`src/rtl/gray_window_ctrl.sv`:
```
// gray_window_ctrl -- sliding-window controller for the grayscale conv input.
//
// Takes a raster pixel stream and builds one KSIZE x KSIZE window per valid
// output position. KSIZE-1 line RAMs (one write port, registered read,
// depth IMG_IN_WIDTH) hold the previous rows. Each accepted pixel reads its
// column from every line (stage 1). The next cycle writes the column back
// shifted down one line and pushes it into a KSIZE-column window register
// (stage 2). Windows go to a single output register.
//
// Ports:
//   clk, rst_n            clock, asynchronous active-low reset
//   start                 arms a frame (IDLE only)
//   in_valid/in_ready     pixel handshake, in_data raster order
//   out_valid/out_ready   window handshake, out_win flattened window
//                         out_win[(i*KSIZE+j)*DW +: DW] = pixel(row-K+1+i, col-K+1+j)
//   busy                  frame in progress (ACTIVE or DRAIN)
//   frame_done            one-cycle pulse on handoff of the last window
//   err                   sticky protocol error
//
// Build option: define CNN_LB_ERR_FLAG_EN to enable the err detector.
// Without it, err is tied low.

`ifndef CNN_DATA_IN_W
`define CNN_DATA_IN_W 8
`endif

// One line of history: single write port, registered read.
module gray_lb_line #(
  parameter int DEPTH = 28,
  parameter int DW    = 8,
  parameter int AW    = 5
) (
  input  logic          clk,
  input  logic          wr_en,
  input  logic [AW-1:0] wr_addr,
  input  logic [DW-1:0] wr_data,
  input  logic          rd_en,
  input  logic [AW-1:0] rd_addr,
  output logic [DW-1:0] rd_data
);
  logic [DW-1:0] mem [DEPTH];

  always_ff @(posedge clk) begin
    if (wr_en) mem[wr_addr] <= wr_data;
    if (rd_en) rd_data <= mem[rd_addr];
  end
endmodule

module gray_window_ctrl #(
  parameter int IMG_IN_WIDTH  = 28,
  parameter int IMG_IN_HEIGHT = 28,
  parameter int KSIZE         = 3
) (
  input  logic                               clk,
  input  logic                               rst_n,
  input  logic                               start,
  input  logic                               in_valid,
  output logic                               in_ready,
  input  logic [`CNN_DATA_IN_W-1:0]          in_data,
  output logic                               out_valid,
  input  logic                               out_ready,
  output logic [KSIZE*KSIZE*`CNN_DATA_IN_W-1:0] out_win,
  output logic                               busy,
  output logic                               frame_done,
  output logic                               err
);
  localparam int DW = `CNN_DATA_IN_W;
  localparam int CW = (IMG_IN_WIDTH  > 1) ? $clog2(IMG_IN_WIDTH)  : 1;
  localparam int RW = (IMG_IN_HEIGHT > 1) ? $clog2(IMG_IN_HEIGHT) : 1;
  localparam logic [CW-1:0] COL_LAST = CW'(IMG_IN_WIDTH - 1);
  localparam logic [RW-1:0] ROW_LAST = RW'(IMG_IN_HEIGHT - 1);
  localparam logic [CW-1:0] COL_WIN0 = CW'(KSIZE - 1);
  localparam logic [RW-1:0] ROW_WIN0 = RW'(KSIZE - 1);

  typedef enum logic [1:0] {S_IDLE, S_ACTIVE, S_DRAIN} state_t;

  state_t state_q, state_d;
  logic [CW-1:0] col_q;
  logic [RW-1:0] row_q;

  logic stall, accept, s2_fire, load;

  // stage 1 registers: pixel and its position, RAM reads in flight
  logic          s1_vld;
  logic [DW-1:0] s1_pix;
  logic [CW-1:0] s1_col;
  logic [RW-1:0] s1_row;
  logic [DW-1:0] lb_rd [KSIZE-1];

  // window [i][j]: i=0 oldest row, j=0 leftmost column
  logic [KSIZE-1:0][KSIZE-1:0][DW-1:0] win_q, win_d, out_win_q;
  logic out_valid_q;

  assign stall    = out_valid_q && !out_ready;
  assign in_ready = (state_q == S_ACTIVE) && !stall;
  assign accept   = in_valid && in_ready;
  assign s2_fire  = s1_vld && !stall;
  // Columns 0..K-2 of each row and rows 0..K-2 only prime history.
  assign load     = s2_fire && (s1_row >= ROW_WIN0) && (s1_col >= COL_WIN0);

  assign busy      = (state_q != S_IDLE);
  assign out_valid = out_valid_q;
  assign out_win   = out_win_q;

  // Line k holds row-1-k. Write-back moves each line's old value down one.
  // The write (previous column) and the read (current column) never share
  // an address because consecutive accepted pixels differ in column.
  for (genvar k = 0; k < KSIZE-1; k++) begin : g_line
    logic [DW-1:0] wdata;
    if (k == 0) begin : g_head
      assign wdata = s1_pix;
    end else begin : g_tail
      assign wdata = lb_rd[k-1];
    end
    gray_lb_line #(.DEPTH(IMG_IN_WIDTH), .DW(DW), .AW(CW)) u_line (
      .clk     (clk),
      .wr_en   (s2_fire),
      .wr_addr (s1_col),
      .wr_data (wdata),
      .rd_en   (accept),
      .rd_addr (col_q),
      .rd_data (lb_rd[k])
    );
  end

  // FSM
  always_ff @(posedge clk or negedge rst_n) begin
    if (!rst_n) state_q <= S_IDLE;
    else        state_q <= state_d;
  end

  always_comb begin
    state_d    = state_q;
    frame_done = 1'b0;
    case (state_q)
      S_IDLE:   if (start) state_d = S_ACTIVE;
      S_ACTIVE: if (accept && row_q == ROW_LAST && col_q == COL_LAST) state_d = S_DRAIN;
      S_DRAIN: begin
        // last pixel always yields a window, so this waits for its handoff
        if (!s1_vld && (!out_valid_q || out_ready)) begin
          state_d    = S_IDLE;
          frame_done = 1'b1;
        end
      end
      default:  state_d = S_IDLE;
    endcase
  end

  // raster position of the next pixel
  always_ff @(posedge clk or negedge rst_n) begin
    if (!rst_n) begin
      col_q <= '0;
      row_q <= '0;
    end else if (state_q == S_IDLE && start) begin
      col_q <= '0;
      row_q <= '0;
    end else if (accept) begin
      if (col_q == COL_LAST) begin
        col_q <= '0;
        row_q <= (row_q == ROW_LAST) ? '0 : row_q + 1'b1;
      end else begin
        col_q <= col_q + 1'b1;
      end
    end
  end

  // stage 1
  always_ff @(posedge clk or negedge rst_n) begin
    if (!rst_n) begin
      s1_vld <= 1'b0;
      s1_pix <= '0;
      s1_col <= '0;
      s1_row <= '0;
    end else if (!stall) begin
      s1_vld <= accept;
      if (accept) begin
        s1_pix <= in_data;
        s1_col <= col_q;
        s1_row <= row_q;
      end
    end
  end

  // new column enters on the right: oldest line at top, live pixel at bottom
  always_comb begin
    win_d = win_q;
    for (int i = 0; i < KSIZE; i++)
      for (int j = 0; j < KSIZE-1; j++)
        win_d[i][j] = win_q[i][j+1];
    for (int i = 0; i < KSIZE-1; i++)
      win_d[i][KSIZE-1] = lb_rd[KSIZE-2-i];
    win_d[KSIZE-1][KSIZE-1] = s1_pix;
  end

  // stage 2 window register and output slot; the output takes the freshly
  // shifted window so a pixel reaches out_valid two cycles after accept
  always_ff @(posedge clk or negedge rst_n) begin
    if (!rst_n) begin
      win_q       <= '0;
      out_win_q   <= '0;
      out_valid_q <= 1'b0;
    end else begin
      if (s2_fire) win_q <= win_d;
      if (load) begin
        out_win_q   <= win_d;
        out_valid_q <= 1'b1;
      end else if (out_ready) begin
        out_valid_q <= 1'b0;
      end
    end
  end

`ifdef CNN_LB_ERR_FLAG_EN
  logic err_q, err_set, err_clr;
  assign err_set = (in_valid && state_q != S_ACTIVE) || (start && state_q != S_IDLE);
  assign err_clr = start && state_q == S_IDLE;

  always_ff @(posedge clk or negedge rst_n) begin
    if (!rst_n) err_q <= 1'b0;
    else        err_q <= (err_q && !err_clr) || err_set;
  end
  assign err = err_q;
`else
  assign err = 1'b0;
`endif

endmodule

```
`config.mk`:
```
export PLATFORM = sky130hd
export DESIGN_NAME = gray_window_ctrl
export DESIGN_NICKNAME = d
export VERILOG_FILES = /design/src/rtl/gray_window_ctrl.sv
export SDC_FILE = /design/constraint.sdc
export NUM_CORES = 1
export LEC_CHECK = 0
export ABC_AREA = 1
export BUFFER_PORTS_ARGS = -buffer_cell sky130_fd_sc_hd__buf_2
export CAP_MARGIN = 10
export CORE_AREA = 2 2 209 211
export CTS_CLUSTER_DIAMETER = 60
export DETAILED_ROUTE_END_ITERATION = 10
export DIE_AREA = 0 0 211 213
export PLACE_DENSITY_LB_ADDON = 0.3
export SLEW_MARGIN = 25
export SYNTH_ARGS = -nofsm -noshare
export SYNTH_HDL_FRONTEND = slang
export SYNTH_SLANG_ARGS = --single-unit
```
`constraint.sdc`:
```
create_clock -name clk -period 4.8 [get_ports clk]
set_input_delay 0.48 -clock clk [delete_from_list [all_inputs] [get_ports clk]]
set_output_delay 0.48 -clock clk [all_outputs]
set_load 0.03 [all_outputs]
```
; After elaboration in Yosys (flattened, before gate mapping)
; Memory sizes are Yosys's and may differ from the RTL's. A register that Yosys moved wholly into a read port is not among the register bits.
; Cells that the tools add are included.
[op_classes]
add_sub_neg = 2
order_cmp = 2
n_eq_ne = 7
n_mux = 17
n_bitwise = 1
reduce_logical = 23
[op_table]
columns = operator, count
row1 = $mux 5, 7
row2 = $add 5x1->5 const B, 2
row3 = $eq 5x5->1 const B, 2
row4 = $ge 5x2->1 const B, 2
row5 = $logic_and 1x1->1, 10
row6 = $reduce_bool 2->1, 4
row7 = $mux 1, 6
row8 = $mux 2, 3
row9 = $pmux 2 s3, 1
row10 = $logic_not 1->1, 4
row11 = $ne 2x2->1 const B, 2
row12 = $reduce_and 2->1, 2
row13 = $reduce_and 3->1, 1
row14 = $eq 2x1->1 const B, 1
row15 = $eq 2x2->1 const B, 1
row16 = $logic_not 2->1, 1
row17 = $ne 2x1->1 const B, 1
row18 = $logic_or 1x1->1, 1
row19 = $not 1->1, 1
[totals]
regBits = 152
ram_bits = 448
out_inout_bits = 77
wordCells = 77
n_memories = 2
[memory_table]
columns = name, words, word_bits, read_ports, rd_clocked_by_memory_dff, write_ports, line
row1 = g_line[0].u_line.mem, 28, 8, 1, 1, 1, 41  ; logic [DW-1:0] mem [DEPTH];
row2 = g_line[1].u_line.mem, 28, 8, 1, 1, 1, 41

; Depth between registers and ports, before layout
[depth]
word_depth = 9
depth_mapped = 13
ltp_nobuf = 10

; Hierarchy
; A second synthesis with hierarchy kept.
[unflattened]
cells_unflattened = 2396
area_unflattened_um2 = 25542.0
[modules_own_cells]
columns = mod, instances, cells_each, area_per_inst_um2
row1 = gray_lb_line, 2, 882, 9804.4
row2 = gray_window_ctrl, 1, 632, 5933.2

; Worst setup path before layout
; Ideal clock, no wire load.
[synth_timing]
kind = register -> register
start = register s1_col[3]
end = memory g_line[0].u_line.mem[1][0] (enable)
setup_ns = 0.430
t_arrival_ns = 2.413
t_required_ns = 4.370
setup_slack_ns = 1.956
path_stages_with_launch = 5
period_less_slack_ns = 2.844
cell_sequence = dfrtp_1 or2_1 nor2_2 nand2_2 nor4_1
[synth_rtl]
columns = element, line
row1 = from (decl), 86  ; logic [CW-1:0] s1_col;
row2 = from (signal assigned), 178  ; s1_col <= col_q;
row3 = to (decl), 41
; Straight into the memory's write port.

==> flow_metrics.env <==
export IMPL_status="finished with violations"
export IMPL_violations="hold timing"
export IMPL_synth_xor_area_share_pct=0.104
export IMPL_max_slew_worst_pin_slew_ps=947
export IMPL_num_fill_cells=3164
export IMPL_timing_fmax_mhz=342
export IMPL_place_ws_ps=1780
export IMPL_via_per_inst=5.49
export IMPL_wl_mm=58.5
export IMPL_cts_tree="yes"
export IMPL_post_cts_resized=0
export IMPL_setup_ws_ps=1880
export IMPL_yosys_area_share_adder_pct=0.0988
export IMPL_first_global_vias=16600
export IMPL_cts_setup_buffers=0
export IMPL_avgSynthCellArea_um2=10.6
export IMPL_rsz0062_at_grt="false"
export IMPL_synth_compound_area_share_pct=4.04
export IMPL_drive_gt1_share_pct=10.6
export IMPL_synth_edf_count=464
export IMPL_firstDrtPassIters=5
export IMPL_critical_path_max_stage_delay_ps=930
export IMPL_first_iter_violations=1869
export IMPL_start_kind="register"
export IMPL_synthMuxAreaShare_pct=0
export IMPL_h_tree_depth=2
export IMPL_hold_path_class="in -> async"
export IMPL_root_buffer="clkbuf_16"
export IMPL_worstPathCellList="inv_6 -> buf_4 -> nand2_1 -> nand3_1 -> nand3_1 -> nand2_1 -> nor2_1 -> nand2_1 -> nand2_1 -> inv_1"
export IMPL_remaining_drc_errors=0
export IMPL_vias=16900
export IMPL_holdWs_ps=-19.6
export IMPL_die_w_um=211
export IMPL_ys_warnings_count=0
export IMPL_slowest_stage="dfrtp_4"
export IMPL_holdBufCountCts=0
export IMPL_syn_num_nets=2409
export IMPL_ys_seq_area_share_pct=69.9
export IMPL_grt_ovfl_total=0
export IMPL_fin_crit_ps=2920
export IMPL_slew_headroom_pct=36.9
export IMPL_multi_input_area_um2=5860
export IMPL_grtUsageTotal_pct=26.5
export IMPL_cp_end_kind="register"
export IMPL_fp_dieH_um=213
export IMPL_reg2reg_slack_ps=1880
export IMPL_finalMaxSlewViolations=0
export IMPL_initial_core_util_pct=59.3
export IMPL_grt_antenna_before_repair=1
export IMPL_synth_cell_types=33
export IMPL_n_antenna_cell=0
export IMPL_leakage_nw=12.2
export IMPL_clock_sinks=615
export IMPL_path_clk_slew_ps=60
export IMPL_cts_buffers=61
export IMPL_grt_max_degree=124
export IMPL_ir_worst_vdd_v=0.000386
export IMPL_synth_seq_cells=615
export IMPL_layout_nets=2492
export IMPL_ios=90
export IMPL_yosysTopAreaCell="edfxtp_1"
export IMPL_synth_simple_area_share_pct=18.8
export IMPL_ant_nets=0
export IMPL_tns_ps=0
export IMPL_place_congestion=0.856
export IMPL_ys_top_cells_by_area="edfxtp_1 55%, dfrtp_1 15%, nand2_1 11%"
export IMPL_synth_top_area_share_pct=55.0
export IMPL_critical_path_most_common_cell="nand2_1"
export IMPL_synth_top_family_by_area="simple AND/OR/NAND/NOR gates"
export IMPL_fp_row_count=76
export IMPL_finalSetupViolCount=0
export IMPL_synth_async_sr_flop_share_pct=24.6
export IMPL_clock_skew_ps=23.6
export IMPL_maxCapViolations=0
export IMPL_core_region_area_um2=42700
export IMPL_crit_arrival_ps=3300
export IMPL_path_class="reg -> reg"
export IMPL_final_hold_viol_count=25
export IMPL_grt_first_pass_wirelength_mm=90.9
export IMPL_period_share_pct=60.9
export IMPL_clk_latency_ps=630
export IMPL_clock_path_buffers=3
export IMPL_synthFlopType="edfxtp_1"
export IMPL_critPathRequiredTime_ps=5170
export IMPL_port_buffer_count=88
export IMPL_syn_to_final_growth_pct=11.7
export IMPL_die_area_um2=44900
export IMPL_critPathMaxFanout=84
export IMPL_power_density_nw_per_um2=644
export IMPL_dpl_hpwl_mm=34.6
export IMPL_ff_latch_area_um2=17700
export IMPL_synthCells=2394
export IMPL_netlist_area_um2=25300
export IMPL_avgRoutedWirePerCell_um=19.0
## cell usage after synthesis, types with 2 or more instances
| cell type | count |
|---|---|
| o21ai_1 | 35 |
| nand2_2 | 3 |
| nand4_1 | 6 |
| nand2_1 | 744 |
| buf_6 | 8 |
| nor3_1 | 3 |
| buf_1 | 8 |
| ha_1 | 2 |
| nand3_4 | 2 |
| buf_4 | 22 |
| or2_2 | 10 |
| nor2_2 | 2 |
| dfrtp_1 | 151 |
| inv_1 | 286 |
| buf_2 | 55 |
| or2_1 | 2 |
| clkinv_1 | 3 |
| nand3_1 | 252 |
| o21ai_0 | 158 |
| a21oi_1 | 10 |
| edfxtp_1 | 464 |
| nor2_1 | 128 |
| inv_2 | 2 |
| clkbuf_1 | 27 |
| xor2_1 | 3 |
## cells by family (layout without fill, tap and decap cells)
| group | Yosys count | after routing |
|---|---|---|
| simple gates | 1155 | 1155 |
| flops | 615 | 615 |
| buf+inv | 414 | 550 |
| compound gates | 204 | 204 |
| xor+xnor | 3 | 3 |
| fa+ha+maj | 2 | 2 |
| other cells | 1 | 1 |
## path summary, 6_finish.rpt
path                                 start                           to  cells after the start
worst max-delay path              col_q[0]  g_line[1].u_line.rd_data[4]                     10
min in group clk                in_data[1]           g_line[0].wdata[1]                      3
max in group asynchronous            rst_n                     col_q[1]                      2
worst max register to register    col_q[0]  g_line[1].u_line.rd_data[4]                     10
worst min-delay path                 rst_n                  out_win[18]                      1
worst min register to register   win_d[14]                     win_d[6]                      2
## through the flow
stage | area (µm²) | power, mW | hold WS (ps) | utilization (%) | std cells
after global routing | 28300 | 19.2 | 61.0 | 66.3 | 3076
final | 28300 | 18.2 | -19.6 | 66.3 | 3076
after global placement | 26200 | 13.3 | 460 | 61.4 | 2958
after detailed placement | 26300 | 13.5 | 466 | 61.5 | 2960
after CTS | 28300 | 18.2 | 27.7 | 66.3 | 3076
after floorplan | 25300 | 11.5 | 184 | - | 2394
## worst max-delay path: cells and delay by family, from the launching register on
family / cells / cell delay [ps]
flip-flops: 1 / 930
buffers and inverters: 3 / 850
AND/OR/NAND/NOR: 7 / 840
## layout by cell type (no fill, tap or decap), drive strengths merged, types with 3 or more instances in the layout
cell / synthesis / layout
nor3: 3 / 3
buf: 94 / 141
clkbuf: 28 / 85
nand2: 747 / 747
dfrtp: 151 / 151
nand3: 254 / 254
o21ai: 193 / 193
bufinv: 0 / 5
nand4: 6 / 6
edfxtp: 464 / 464
a21oi: 10 / 10
nor2: 132 / 132
or2: 12 / 12
inv: 289 / 293
clkinv: 3 / 25
xor2: 3 / 3
## layer usage
layer | global-route usage [%] | wire, µm | vias to the layer above
met3 | 3.94 | 4600 | 135
met2 | 43.5 | 28300 | 682
met4 | 11.8 | 2090 | 0
met1 | 35.6 | 23500 | 8100
li1 | - | - | 7981
met5 | 0 | 0 | -
## power breakdown
part	switching (mW)	total, mW	internal, mW
clock network	1.98	4.76	2.78
registers	0.892	7.94	7.05
logic	4.00	5.52	1.51
## registers in the layout, summed over array words and instances, names as in the netlist
name	count
s1_row	4
s1_col	5
s1_vld	1
col_q	5
out_win	72
g_line.u_line.rd_data	16
win_d	48
state_q	2
g_line.wdata	8
out_valid	1
row_q	5
g_line.u_line.mem	448
## area by class of cell
cell class	instances	area share [%]
sequential	615	62.6
multi-input combinational	1365	20.7
clock inverter	32	1.11
clock buffer	84	6.09
timing repair buffer	142	3.16
inverter	292	3.91
tap	546	2.41
No activity file was read; power rests on OpenSTA's default activity.
